`src/rtl/arb_client.sv`:
```
// arb_client: requester-side agent for the 4-channel Req/Gnt arbiter.
// Each channel queues job tokens in a saturating counter, requests while work
// is pending, holds a grant for BURST cycles per job, then drops Req for one
// cycle (REL) so the arbiter can rotate. Sticky flags report counter overflow,
// starvation (watchdog in REQ) and grants received without a request.
//
// Optional feature macro: ARB_CLIENT_MUTEX_CHK_EN. When defined, MutexErr
// latches whenever two or more grants are seen at the same posedge. When not
// defined, MutexErr is tied low and no checker logic exists.
//
// Handshake: ReqN is a decode of the registered channel state (high in REQ
// and HOLD). GntN is sampled at posedge. A grant is legal only while ReqN is
// high; the holder must keep seeing GntN on every edge of its burst, or the
// burst is abandoned, the job is kept and the channel re-requests.
//
// dbg_state packs the four 2-bit channel states {ch3,ch2,ch1,ch0}
// (0 IDLE, 1 REQ, 2 HOLD, 3 REL).

module arb_client #(
    parameter int CNT_W = 3,
    parameter int BURST = 4,
    parameter int WDOG  = 64
) (
    input  logic               Clk,
    input  logic               Resetl,
    input  logic               Job0,
    input  logic               Job1,
    input  logic               Job2,
    input  logic               Job3,
    input  logic               Gnt0,
    input  logic               Gnt1,
    input  logic               Gnt2,
    input  logic               Gnt3,
    output logic               Req0,
    output logic               Req1,
    output logic               Req2,
    output logic               Req3,
    output logic               Busy0,
    output logic               Busy1,
    output logic               Busy2,
    output logic               Busy3,
    output logic               Done0,
    output logic               Done1,
    output logic               Done2,
    output logic               Done3,
    output logic [4*CNT_W-1:0] Pend,
    output logic [3:0]         Ovf,
    output logic [3:0]         Starve,
    output logic [3:0]         ProtErr,
    output logic               MutexErr,
    output logic [7:0]         dbg_state
);

    typedef enum logic [1:0] {
        ST_IDLE = 2'd0,
        ST_REQ  = 2'd1,
        ST_HOLD = 2'd2,
        ST_REL  = 2'd3
    } state_t;

    // Watchdog counter only has to reach WDOG, where it saturates.
    localparam int              WD_W       = $clog2(WDOG + 1);
    localparam logic [WD_W-1:0] WDOG_MAX   = WD_W'(WDOG);
    localparam logic [7:0]      BURST_INIT = 8'(BURST - 1);
    localparam logic [CNT_W-1:0] PEND_MAX  = '1;

    logic [3:0] job;
    logic [3:0] gnt;
    logic [3:0] req;
    logic [3:0] busy;
    logic [3:0] done;

    assign job = {Job3, Job2, Job1, Job0};
    assign gnt = {Gnt3, Gnt2, Gnt1, Gnt0};

    assign Req0  = req[0];
    assign Req1  = req[1];
    assign Req2  = req[2];
    assign Req3  = req[3];
    assign Busy0 = busy[0];
    assign Busy1 = busy[1];
    assign Busy2 = busy[2];
    assign Busy3 = busy[3];
    assign Done0 = done[0];
    assign Done1 = done[1];
    assign Done2 = done[2];
    assign Done3 = done[3];

    for (genvar c = 0; c < 4; c++) begin : g_ch
        state_t           state_q;
        state_t           state_d;
        logic [CNT_W-1:0] pend_q;
        logic [CNT_W-1:0] pend_d;
        logic [7:0]       burst_q;
        logic [7:0]       burst_d;
        logic [WD_W-1:0]  wd_q;
        logic [WD_W-1:0]  wd_d;
        logic             ovf_q;
        logic             ovf_d;
        logic             starve_q;
        logic             starve_d;
        logic             prot_q;
        logic             prot_d;
        logic             in_rel;
        logic             req_c;
        logic             busy_c;
        logic             done_c;

        assign in_rel = (state_q == ST_REL);

        // State register plus the per-channel counters and sticky flags.
        always_ff @(posedge Clk) begin
            if (!Resetl) begin
                state_q  <= ST_IDLE;
                pend_q   <= '0;
                burst_q  <= '0;
                wd_q     <= '0;
                ovf_q    <= 1'b0;
                starve_q <= 1'b0;
                prot_q   <= 1'b0;
            end else begin
                state_q  <= state_d;
                pend_q   <= pend_d;
                burst_q  <= burst_d;
                wd_q     <= wd_d;
                ovf_q    <= ovf_d;
                starve_q <= starve_d;
                prot_q   <= prot_d;
            end
        end

        // Pending-job counter: a job and a REL completion cancel out; a job
        // arriving at saturation is dropped and flagged.
        always_comb begin
            pend_d = pend_q;
            ovf_d  = ovf_q;
            if (job[c] && !in_rel) begin
                if (pend_q == PEND_MAX) begin
                    ovf_d = 1'b1;
                end else begin
                    pend_d = pend_q + 1'b1;
                end
            end else if (!job[c] && in_rel && (pend_q != '0)) begin
                pend_d = pend_q - 1'b1;
            end
        end

        // Next-state logic for the channel FSM.
        always_comb begin
            state_d = state_q;
            case (state_q)
                ST_IDLE: begin
                    if (pend_q != '0) begin
                        state_d = ST_REQ;
                    end
                end
                ST_REQ: begin
                    if (gnt[c]) begin
                        state_d = ST_HOLD;
                    end
                end
                ST_HOLD: begin
                    // Burst end wins over a missing grant: all BURST cycles
                    // were already covered by grants at that point.
                    if (burst_q == 8'd0) begin
                        state_d = ST_REL;
                    end else if (!gnt[c]) begin
                        state_d = ST_REQ;
                    end
                end
                ST_REL: begin
                    // Post-update count decides whether more work remains.
                    state_d = (pend_d != '0) ? ST_REQ : ST_IDLE;
                end
                default: state_d = ST_IDLE;
            endcase
        end

        // Burst counter, starvation watchdog and protocol checker.
        always_comb begin
            burst_d  = burst_q;
            wd_d     = wd_q;
            starve_d = starve_q;
            prot_d   = prot_q | (gnt[c] && (state_q == ST_IDLE || in_rel));
            case (state_q)
                ST_REQ: begin
                    if (gnt[c]) begin
                        burst_d = BURST_INIT;
                        wd_d    = '0;
                    end else if (wd_q != WDOG_MAX) begin
                        wd_d = wd_q + 1'b1;
                        if (wd_d == WDOG_MAX) begin
                            starve_d = 1'b1;
                        end
                    end
                end
                ST_HOLD: begin
                    wd_d = '0;
                    if (burst_q != 8'd0) begin
                        burst_d = burst_q - 8'd1;
                    end
                end
                default: begin
                    wd_d = '0;
                end
            endcase
        end

        // Moore outputs decoded from the registered state.
        always_comb begin
            req_c  = 1'b0;
            busy_c = 1'b0;
            done_c = 1'b0;
            case (state_q)
                ST_REQ:  req_c = 1'b1;
                ST_HOLD: begin
                    req_c  = 1'b1;
                    busy_c = 1'b1;
                end
                ST_REL:  done_c = 1'b1;
                default: ;
            endcase
        end

        assign req[c]                   = req_c;
        assign busy[c]                  = busy_c;
        assign done[c]                  = done_c;
        assign Pend[c*CNT_W +: CNT_W]   = pend_q;
        assign Ovf[c]                   = ovf_q;
        assign Starve[c]                = starve_q;
        assign ProtErr[c]               = prot_q;
        assign dbg_state[2*c +: 2]      = state_q;
    end

`ifdef ARB_CLIENT_MUTEX_CHK_EN
    logic mutex_q;
    logic multi_gnt;

    // Two or more grants: clearing the lowest set bit still leaves one set.
    assign multi_gnt = ((gnt & (gnt - 4'd1)) != 4'd0);

    // Sticky multi-grant flag.
    always_ff @(posedge Clk) begin
        if (!Resetl) begin
            mutex_q <= 1'b0;
        end else if (multi_gnt) begin
            mutex_q <= 1'b1;
        end
    end

    assign MutexErr = mutex_q;
`else
    assign MutexErr = 1'b0;
`endif

endmodule

```
`config.mk`:
```
export PLATFORM = sky130hd
export DESIGN_NAME = arb_client
export DESIGN_NICKNAME = d
export VERILOG_FILES = /design/src/rtl/arb_client.sv
export SDC_FILE = /design/constraint.sdc
export NUM_CORES = 1
export LEC_CHECK = 0
export CAP_MARGIN = 20
export CORE_ASPECT_RATIO = 1.5
export CORE_MARGIN = 2
export CORE_UTILIZATION = 40
export DETAILED_ROUTE_END_ITERATION = 6
export SLEW_MARGIN = 30
export SYNTH_ARGS = -nofsm -noshare
export SYNTH_HDL_FRONTEND = slang
export SYNTH_SLANG_ARGS = --single-unit
```
`constraint.sdc`:
```
create_clock -name Clk -period 2.7 [get_ports Clk]
set_input_delay 0.81 -clock Clk [delete_from_list [all_inputs] [get_ports Clk]]
set_output_delay 0.81 -clock Clk [all_outputs]
set_load 0.01 [all_outputs]
```
Word level (Yosys, flattened, before mapping):

Cells that the tools add are included.

* flip-flop bits (word level): 92
* output and inout port bits: 45
* logic and storage cells: 233

* $add $sub $neg: 16
* eq/ne operators: 40
* multiplexer cells: 60
* bitwise gates (word level): 13
* reductions and logical operators: 76

Operators with widths (number)
* $mux 8: 8
* $pmux 8 s2: 4
* $mux 3: 12
* $logic_not 8->1: 4
* $mux 2: 16
* $pmux 2 s4: 4
* $reduce_bool 8->1: 4
* $sub 8x1->8 const B: 4
* $add 7x1->7 const B: 4
* $eq 7x7->1 const B: 4
* $ne 7x7->1 const B: 4
* $ne 2x2->1 const B: 12
* $reduce_and 3->1: 8
* $reduce_bool 3->1: 8
* $eq 2x2->1 const B: 8
* $logic_and 1x1->1: 16
* $mux 1: 16
* $reduce_and 4->1: 4
* $add 3x1->3 const B: 4
* $eq 3x3->1 const B: 4
* $ne 3x3->1 const B: 4
* $reduce_or 3->1: 4
* $sub 3x1->3 const B: 4
* $not 1->1: 9
* other kinds (8): 36

Longest topological paths before layout:

* word-level depth: 8
* gate-level depth with buffers: 8
* depth with buffers taken out: 7

Worst setup path after synthesis:

Ideal clock, no wire load.

* kind: input to register
* from: in Job3
* to: reg g_ch[3].state_q[0]
* setup time: 116 ps
* data arrival time: 1895 ps
* setup slack: 689 ps
* stages on the path: 5
* buffers on the path: 0
* cell sequence: inv_1 a211oi_1 or4_1 a311o_1 a41o_1

* cells in the longest elaborated chain, start to end: 8
* elaborated cells between the ends (all ways): 9
* those cells by class: mux (4); reduce/logical (5)

RTL lines
* start: declaration: RTL line 29 `input logic Job3,`
* $logic_not 1->1: RTL line 143 `end else if (!job[c] && in_rel && (pend_q != '0)) begin`
* $logic_and 1x1->1 (2 in a row): RTL line 143
* $mux 3: RTL line 143
* $mux 3 *: RTL line 137 `if (job[c] && !in_rel) begin`
* $reduce_bool 3->1 *: RTL line 173 `state_d = (pend_d != '0) ? ST_REQ : ST_IDLE;`
* $mux 1 *: RTL line 173
* $pmux 2 s4 *: RTL line 151 `case (state_q)`
* end signal: assignment: RTL line 122 `state_q <= state_d;`
* end: declaration: RTL line 90 `state_t state_q;`

Mark *: on every way between the ends. The rest lies on a longest branch, timed or not.
A chain may end at the register's enable or synchronous reset.

Worst setup path after layout:

* from: reg g_ch[0].state_q[1]
* to: out Req0

* cells in the longest elaborated chain, start to end: 3
* elaborated cells between the ends (all ways): 4
* those cells by class: eq/ne (2); mux (1); reduce/logical (1)

RTL lines
* start: declaration: RTL line 90
* start signal: assignment: RTL line 122
* $eq 2x2->1 or $eq 2x1->1 (tied branches): RTL line 214 `case (state_q)`
* $reduce_or 2->1 (no line) *
* $mux 1 *: RTL line 214
* end: declaration: RTL line 34 `output logic Req0,`

Marks and branches as above.

==> impl_results.md <==
* Run status: complete, no violations
* Grt total ovfl at 0
* Final period utilization at 0.956
* Seq/Total Area, Yosys at 0.356
* CP startpoint: g_ch[0].state_q[1]$_SDFFE_PN0P_
* Synthesized cell area at 0.00518 mm²
* Via/cell ratio at 5.24
* Routed wire length per instance at 13.5 µm
* Area leader, netlist: dfxtp_1
* Routed met2 length at 5780 µm
* Crit-path max cell delay at 0.53 ns
* Minimum clock period at 2.58 ns
* Pleak at 2.37 nW
* Crit path max-delay family: buffers and inverters
* Critical path endpoint: Req0
* Antenna violations before repair at 0
* Final WL at about 11000 µm
* Initial core utilization at 0.412
* CTS Buf Count at 9
* Total nets after synthesis at 668
* First-pass GRT wire length at 18900 µm
* R2R Path End: g_ch[3].state_q[0]$_SDFFE_PN0P_
* Post-route ant nets at 0
* Setup violations, final at 0
* Worst Hold Class: reg -> reg
* DIE AREA at 0.0139 mm²
* Core area at 0.0126 mm²
* Final hold vios at 0
* Cell breakdown of the critical path: inv_1 -> ha_1 -> clkdlybuf4s50_1
* EDFF count, synth at 0
* Clk_skew at 0.00878 ns
* Total Routing Usage GR at 0.165
* Post-synthesis cell type count at 58
* Clk slew on worst S/H paths at 0.07 ns
* Met3 WL at approximately 350 µm
* Largest net degree at the start of global routing at 20
* Top Layer Used: met4
* Worst Reg-to-Reg Cells at 7
* Synth area leaders: dfxtp_1 36%, ha_1 12%, nor2_1 6.9%
* Routability-driven placement congestion ratio at 0.847
* Area share of the largest cell type after synthesis at 0.356
* Final Net Count at 723
* # Max-Cap Violations at 0
* FILL cells at roughly 1200
* Inst Count DP at 808
* DR vias at 4317
* Clock H-tree levels at 3
* Unrepaired setup endpoints after global routing: no
* Post-cts hold buffer count at 0
* Ports at 55
* Clk buf depth at 2
* Crit path capture type: output port
* Syn. warnings at 0
* N_diodes at 0
* Worst-skew pair later-pin latency at 0.34 ns
* Worst slew margin at 0.552
* PortBufs at 53
* Die H at ~140 µm
* Crit-path max FO at 6
* Yosys reg bits at 92
* 1st-pass router iterations at 4
* Drc violations at 0
* Vias in the first global route at 4317
* VDD IR max at 0.467 mV
* Share of cells above drive strength 1 at 0.0644
* First DRT Iteration DRCs at 86
* Pwr/cell area at 929 mW/mm²
* Design area at 0.00619 mm²
* Slew at the pin closest to its max-slew limit at 0.665 ns
* Most frequent cell after synthesis: nor2_1
* Clock sink total at 92
* Worst path depth at 3
* Fmax at 387 MHz
* Non-Filler Instances at 824
* Final Max Slew Viols at 0
* Worst Path Arrival at 1.77 ns
* Post-DP Area at between 0.005 and 0.006 mm²
* M1 WL at 4770 µm
* Clk root buf: clkbuf_16
* Slowest CP cell: clkdlybuf4s50_1
* Cells after synthesis at between 600 and 700
* Final Util at 0.492
* Synth Area per Inst at 8.52 µm²
* Crit path launch type: register
* Synth async-reset ratio at 0
* Die W at 96.9 µm
* Post-CTS setup buffer count at 0
* Reg2reg setup slack at 0.64 ns
* Worst Hold Launch: g_ch[1].starve_q$_SDFFE_PN0P_
* CP required at 1.89 ns
* Worst path bufs/invs at 2
* TritonCTS clock tree: yes
* Top FF cell, synth: dfxtp_1
* Post-CTS resize count at 1
* Rows at 50
* Layout area overhead at 19.5%
* DP Wirelength at approximately 8400 µm
* Post-synth top cells: 95 x nor2_1, 92 x dfxtp_1, 50 x ha_1
* Critical R2R Launch: g_ch[3].pend_q[0]$_SDFF_PN0_
* CP Class: reg -> out
[registers in the layout (all words and copies together) (netlist names)]
| name | count |
|---|---|
| g_ch.state_q | 8 |
| g_ch.starve_q | 4 |
| g_ch.pend_q | 12 |
| g_ch.ovf_q | 4 |
| g_ch.wd_q | 28 |
| g_ch.burst_q | 32 |
| g_ch.prot_q | 4 |
[placed cells by master (no fill, tap or decap), types with 7 or more instances in the layout]
| cell type | synthesis | routed |
|---|---|---|
| a21oi_1 | 27 | 27 |
| and3_1 | 10 | 10 |
| xor2_1 | 30 | 30 |
| clkbuf_16 | 0 | 9 |
| a311oi_1 | 7 | 7 |
| or4_1 | 9 | 9 |
| inv_1 | 42 | 42 |
| o21ai_0 | 8 | 8 |
| a31oi_1 | 9 | 9 |
| nor2_1 | 95 | 95 |
| dfxtp_1 | 92 | 90 |
| clkdlybuf4s50_1 | 0 | 53 |
| buf_4 | 13 | 12 |
| nor2b_1 | 12 | 12 |
| ha_1 | 50 | 48 |
| nor3_1 | 16 | 16 |
| nand3_1 | 34 | 34 |
| xnor2_1 | 19 | 19 |
| nand2_1 | 37 | 37 |
| nor4b_1 | 7 | 7 |
[metrics by stage]
step	TNS, ns	hold WS, ns	power (mW)	setup slack (ns)
3_3_place_gp	0	0.449	4.37	0.0953
5_1_grt	0	0.490	6.23	0.00415
3_5_place_dp	-0.0339	0.452	4.43	-0.0339
6_report	0	0.462	5.75	0.118
2_1_floorplan	0	0.438	3.67	0.689
4_1_cts	0	0.467	5.82	0.0337
[cell families after synthesis]
kind of cell,synth area share
compound gates,0.121
xor+xnor,0.0829
fa+ha+maj,0.121
buf+inv,0.0560
flops,0.356
mux,0.00966
other cells,0.000724
simple gates,0.254
[final cells by class]
class                   instances  area [µm²]  share of cell area
well taps                     156         195              0.0315
clock inverters                 5        75.1              0.0121
inverters                      43         161              0.0261
multi-input cells             452        3050               0.493
repair buffers                 65         621               0.100
flip-flops and latches         92        1840               0.298
clock buffers                  11         243              0.0392
[per-layer routing]
metal  vias up  global-route usage
li1       2204                   -
met1      2032               0.179
met2        67               0.309
met3        14              0.0413
met4         0              0.0600
met5         -                   0
[worst min-delay path by stage]
stage,cells after the start,slack (ns),endpoint
finish,1,0.46,g_ch[1].starve_q$_SDFFE_PN0P_
global route,2,0.49,g_ch[3].prot_q$_SDFF_PN0_
CTS,1,0.47,g_ch[1].starve_q$_SDFFE_PN0P_
detailed placement,1,0.45,g_ch[1].starve_q$_SDFFE_PN0P_
global placement,2,0.45,g_ch[0].prot_q$_SDFF_PN0_
floorplan,2,0.44,g_ch[0].prot_q$_SDFF_PN0_
[power breakdown]
group | leakage, nW | total (mW) | switching (mW) | internal [mW]
clock | 0.159 | 1.35 | 0.519 | 0.832
combinational | 1.46 | 2.38 | 1.24 | 1.13
sequential | 0.750 | 2.03 | 0.366 | 1.66
Note: power is estimated with default switching activity, not from simulation.
==> RTL change: new RTL, same settings <==
`CNT_W`: 3 -> 6.
--- a/src/rtl/arb_client.sv
+++ b/src/rtl/arb_client.sv
@@ -17,7 +17,7 @@
 // (0 IDLE, 1 REQ, 2 HOLD, 3 REL).
 
 module arb_client #(
-    parameter int CNT_W = 3,
+    parameter int CNT_W = 6,
     parameter int BURST = 4,
     parameter int WDOG  = 64
 ) (
Interface: changed (resized Pend); port bits go from 55 to 67. The function was not compared with the original's and may differ.
==> RTL change against the original RTL <==
  * Sequential cell count increased by 12
  * Worst setup slack worse by 0.020 ns
  * Register-to-register slack got worse by 0.46 ns
  * Area after synthesis is 20% higher
  * Combinational power increased by 20%
  * Routed wire length increased by 35%
  * Worst hold slack improved by 0.012 ns
  * Final cell count rose by 26%
  * Via count increased by 29%
  * Synthesized cell count grew 25%
  * First-iteration DRC count up 150%
  * Non-clock buffer count grew 37
  * Final area is 22% higher
  * Power grew 11%
  * Critical path type unchanged
==> RTL change: results (changes against the original RTL) <==
Final wirelength - 14.97 mm (+35%)
R2r setup slk - 0.18 ns (-0.46 ns)
Critical Path Sink - Req1
Synth top cells by count - nor2_1, dfxtp_1, ha_1, inv_1, nand2_1
Top cells by area, synth - dfxtp_1, ha_1, nor2_1
Syn Nets - 814 (+22%)
Largest fanout on the critical path - 7 (+1)
Seq/Total Area, Yosys - 33.41% (-2.2 points)
Port Buf Inserts - 65 (+23%)
Cell variety after synth - 77 (+33%)
Fraction of synthesized area in multiplexers - 1.807% (+0.84 points)
Pint - 3.984 mW (+9.9%)
Leakage power - 2.874 nW (+21%)
VDD IR-drop max - 0.5219 mV (+12%)
Worst path max stage delay - 0.55 ns (+0.02 ns)
R2r endpoint - g_ch[1].state_q[0]
Outcome - finished, final reports clean
Global-route wire length before repair - 25.36 mm (+34%)
Avg Synthesized Cell Area - 8.231 um^2 (-3.4%)
Hold endpoint - g_ch[1].prot_q
Logic pwr share - 44.5% (+3.2 points)
1st-pass router iterations - 7 (+3)
H-tree level count - 3 (unchanged)
Reg2reg path depth - 8 (+1)
Worst Hold Launch - g_ch[1].prot_q
Share of layout cells above drive strength 1 - 9.750% (+3.3 points)
Vias in the first global route - 5645 (+31%)
Critical Path AT - 1.79 ns (+0.02 ns)
Nets@finish - 893 (+24%)
Relative slew slack - 55.62% (+0.44 points)
CTS root buffer - clkbuf_16
Largest registers - g_ch.burst_q x32, g_ch.wd_q x28, g_ch.pend_q x24
Hold path cells - 2 (+1)
Diodes inserted - 0 (unchanged)
Crit path max-delay cell type - clkdlybuf4s50_1
Reg clk slew, reported paths - 0.07 ns (about the same)
Fill cells - 1464 (+22%)
Final RePlAce weighted congestion - 0.8917 (+5.3%)
Clock skew - 0.005029 ns (-0.003754 ns)
Post-CTS Setup Bufs - 0 (unchanged)
Vias per std cell - 5.338 (+1.9%)
DRT iter0 DRCs - 213 (+150%)
XOR/XNOR Fraction of Synth Area - 6.867% (-1.4 points)
Worst Setup SP - g_ch[1].state_q[1]
Largest net degree at the start of global routing - 33 (+65%)
GRT Util Overall - 18.52% (+2.0 points)
Yosys warns - 0 (unchanged)
Fin cells - 1040 (+26%)
Post-synthesis compound-gate area fraction - 14.66% (+2.6 points)
RR Startpoint - g_ch[1].pend_q[0]
Post-DP HPWL - 11.20 mm (+34%)
Synth Flop Type - dfxtp_1
Post-Synth Adder-Cell Area - 9.438% (-2.6 points)
[RTL change: cell types whose count changed after synthesis, moves of 8 or more]
cell	unedited run	this run
and2_1	4	18
dfxtp_1	92	104
o21ai_0	8	20
nor2_1	95	106
clkbuf_1	6	16
nand2_1	37	47
or3_1	2	10
or4_1	9	1
[RTL change: tightest hold or removal path, delay by kind of cell (launching register included)]
family,cells,cell delay [ns]
DFF,1,0.33
AOI/OAI and AO/OA,1,0.04
and+or+nand+nor,1,0.07
[RTL change: stage by stage]
step | hold WS (ns) | cell area [um^2] | worst slack, ns | util, % | power [mW]
after detailed placement | 0.4600 | 7227 | -0.05820 | 47.74 | 5.070
after floorplan | 0.4380 | 6231 | 0.3668 | - | 4.103
after global routing | 0.5000 | 7543 | 0.004103 | 49.83 | 6.898
final | 0.4748 | 7543 | 0.09802 | 49.83 | 6.398
after CTS | 0.4786 | 7526 | 0.02972 | 49.71 | 6.438
after global placement | 0.4532 | 7227 | -0.01802 | 47.74 | 4.975
[RTL change: metal layers]
metal	wire length (um)	vias up	track usage (%)	part of all wire, %
met3	516	27	3.915	3.4
met4	331	0	7.331	2.2
met2	7811	96	34.69	52
li1	-	2803	-	-
met1	6311	2625	20.12	42
met5	0	-	0	0
[RTL change: area by class of cell]
| type | instances | area (um^2) | area share (%) |
|---|---|---|---|
| Multi-Input combinational cell | 572 | 3789 | 50.22 |
| Sequential cell | 104 | 2090 | 27.70 |
| Timing Repair Buffer | 102 | 940.9 | 12.47 |
| Tap cell | 199 | 249.0 | 3.301 |
| Clock buffer | 11 | 242.7 | 3.218 |
| Inverter | 47 | 176.4 | 2.339 |
| Clock inverter | 5 | 56.30 | 0.7464 |
[RTL change: timing repair]
item,4_1_cts,5_1_grt
gates resized for setup,0,10
endpoints found under the setup margin,0,8
hold buffers,0,0
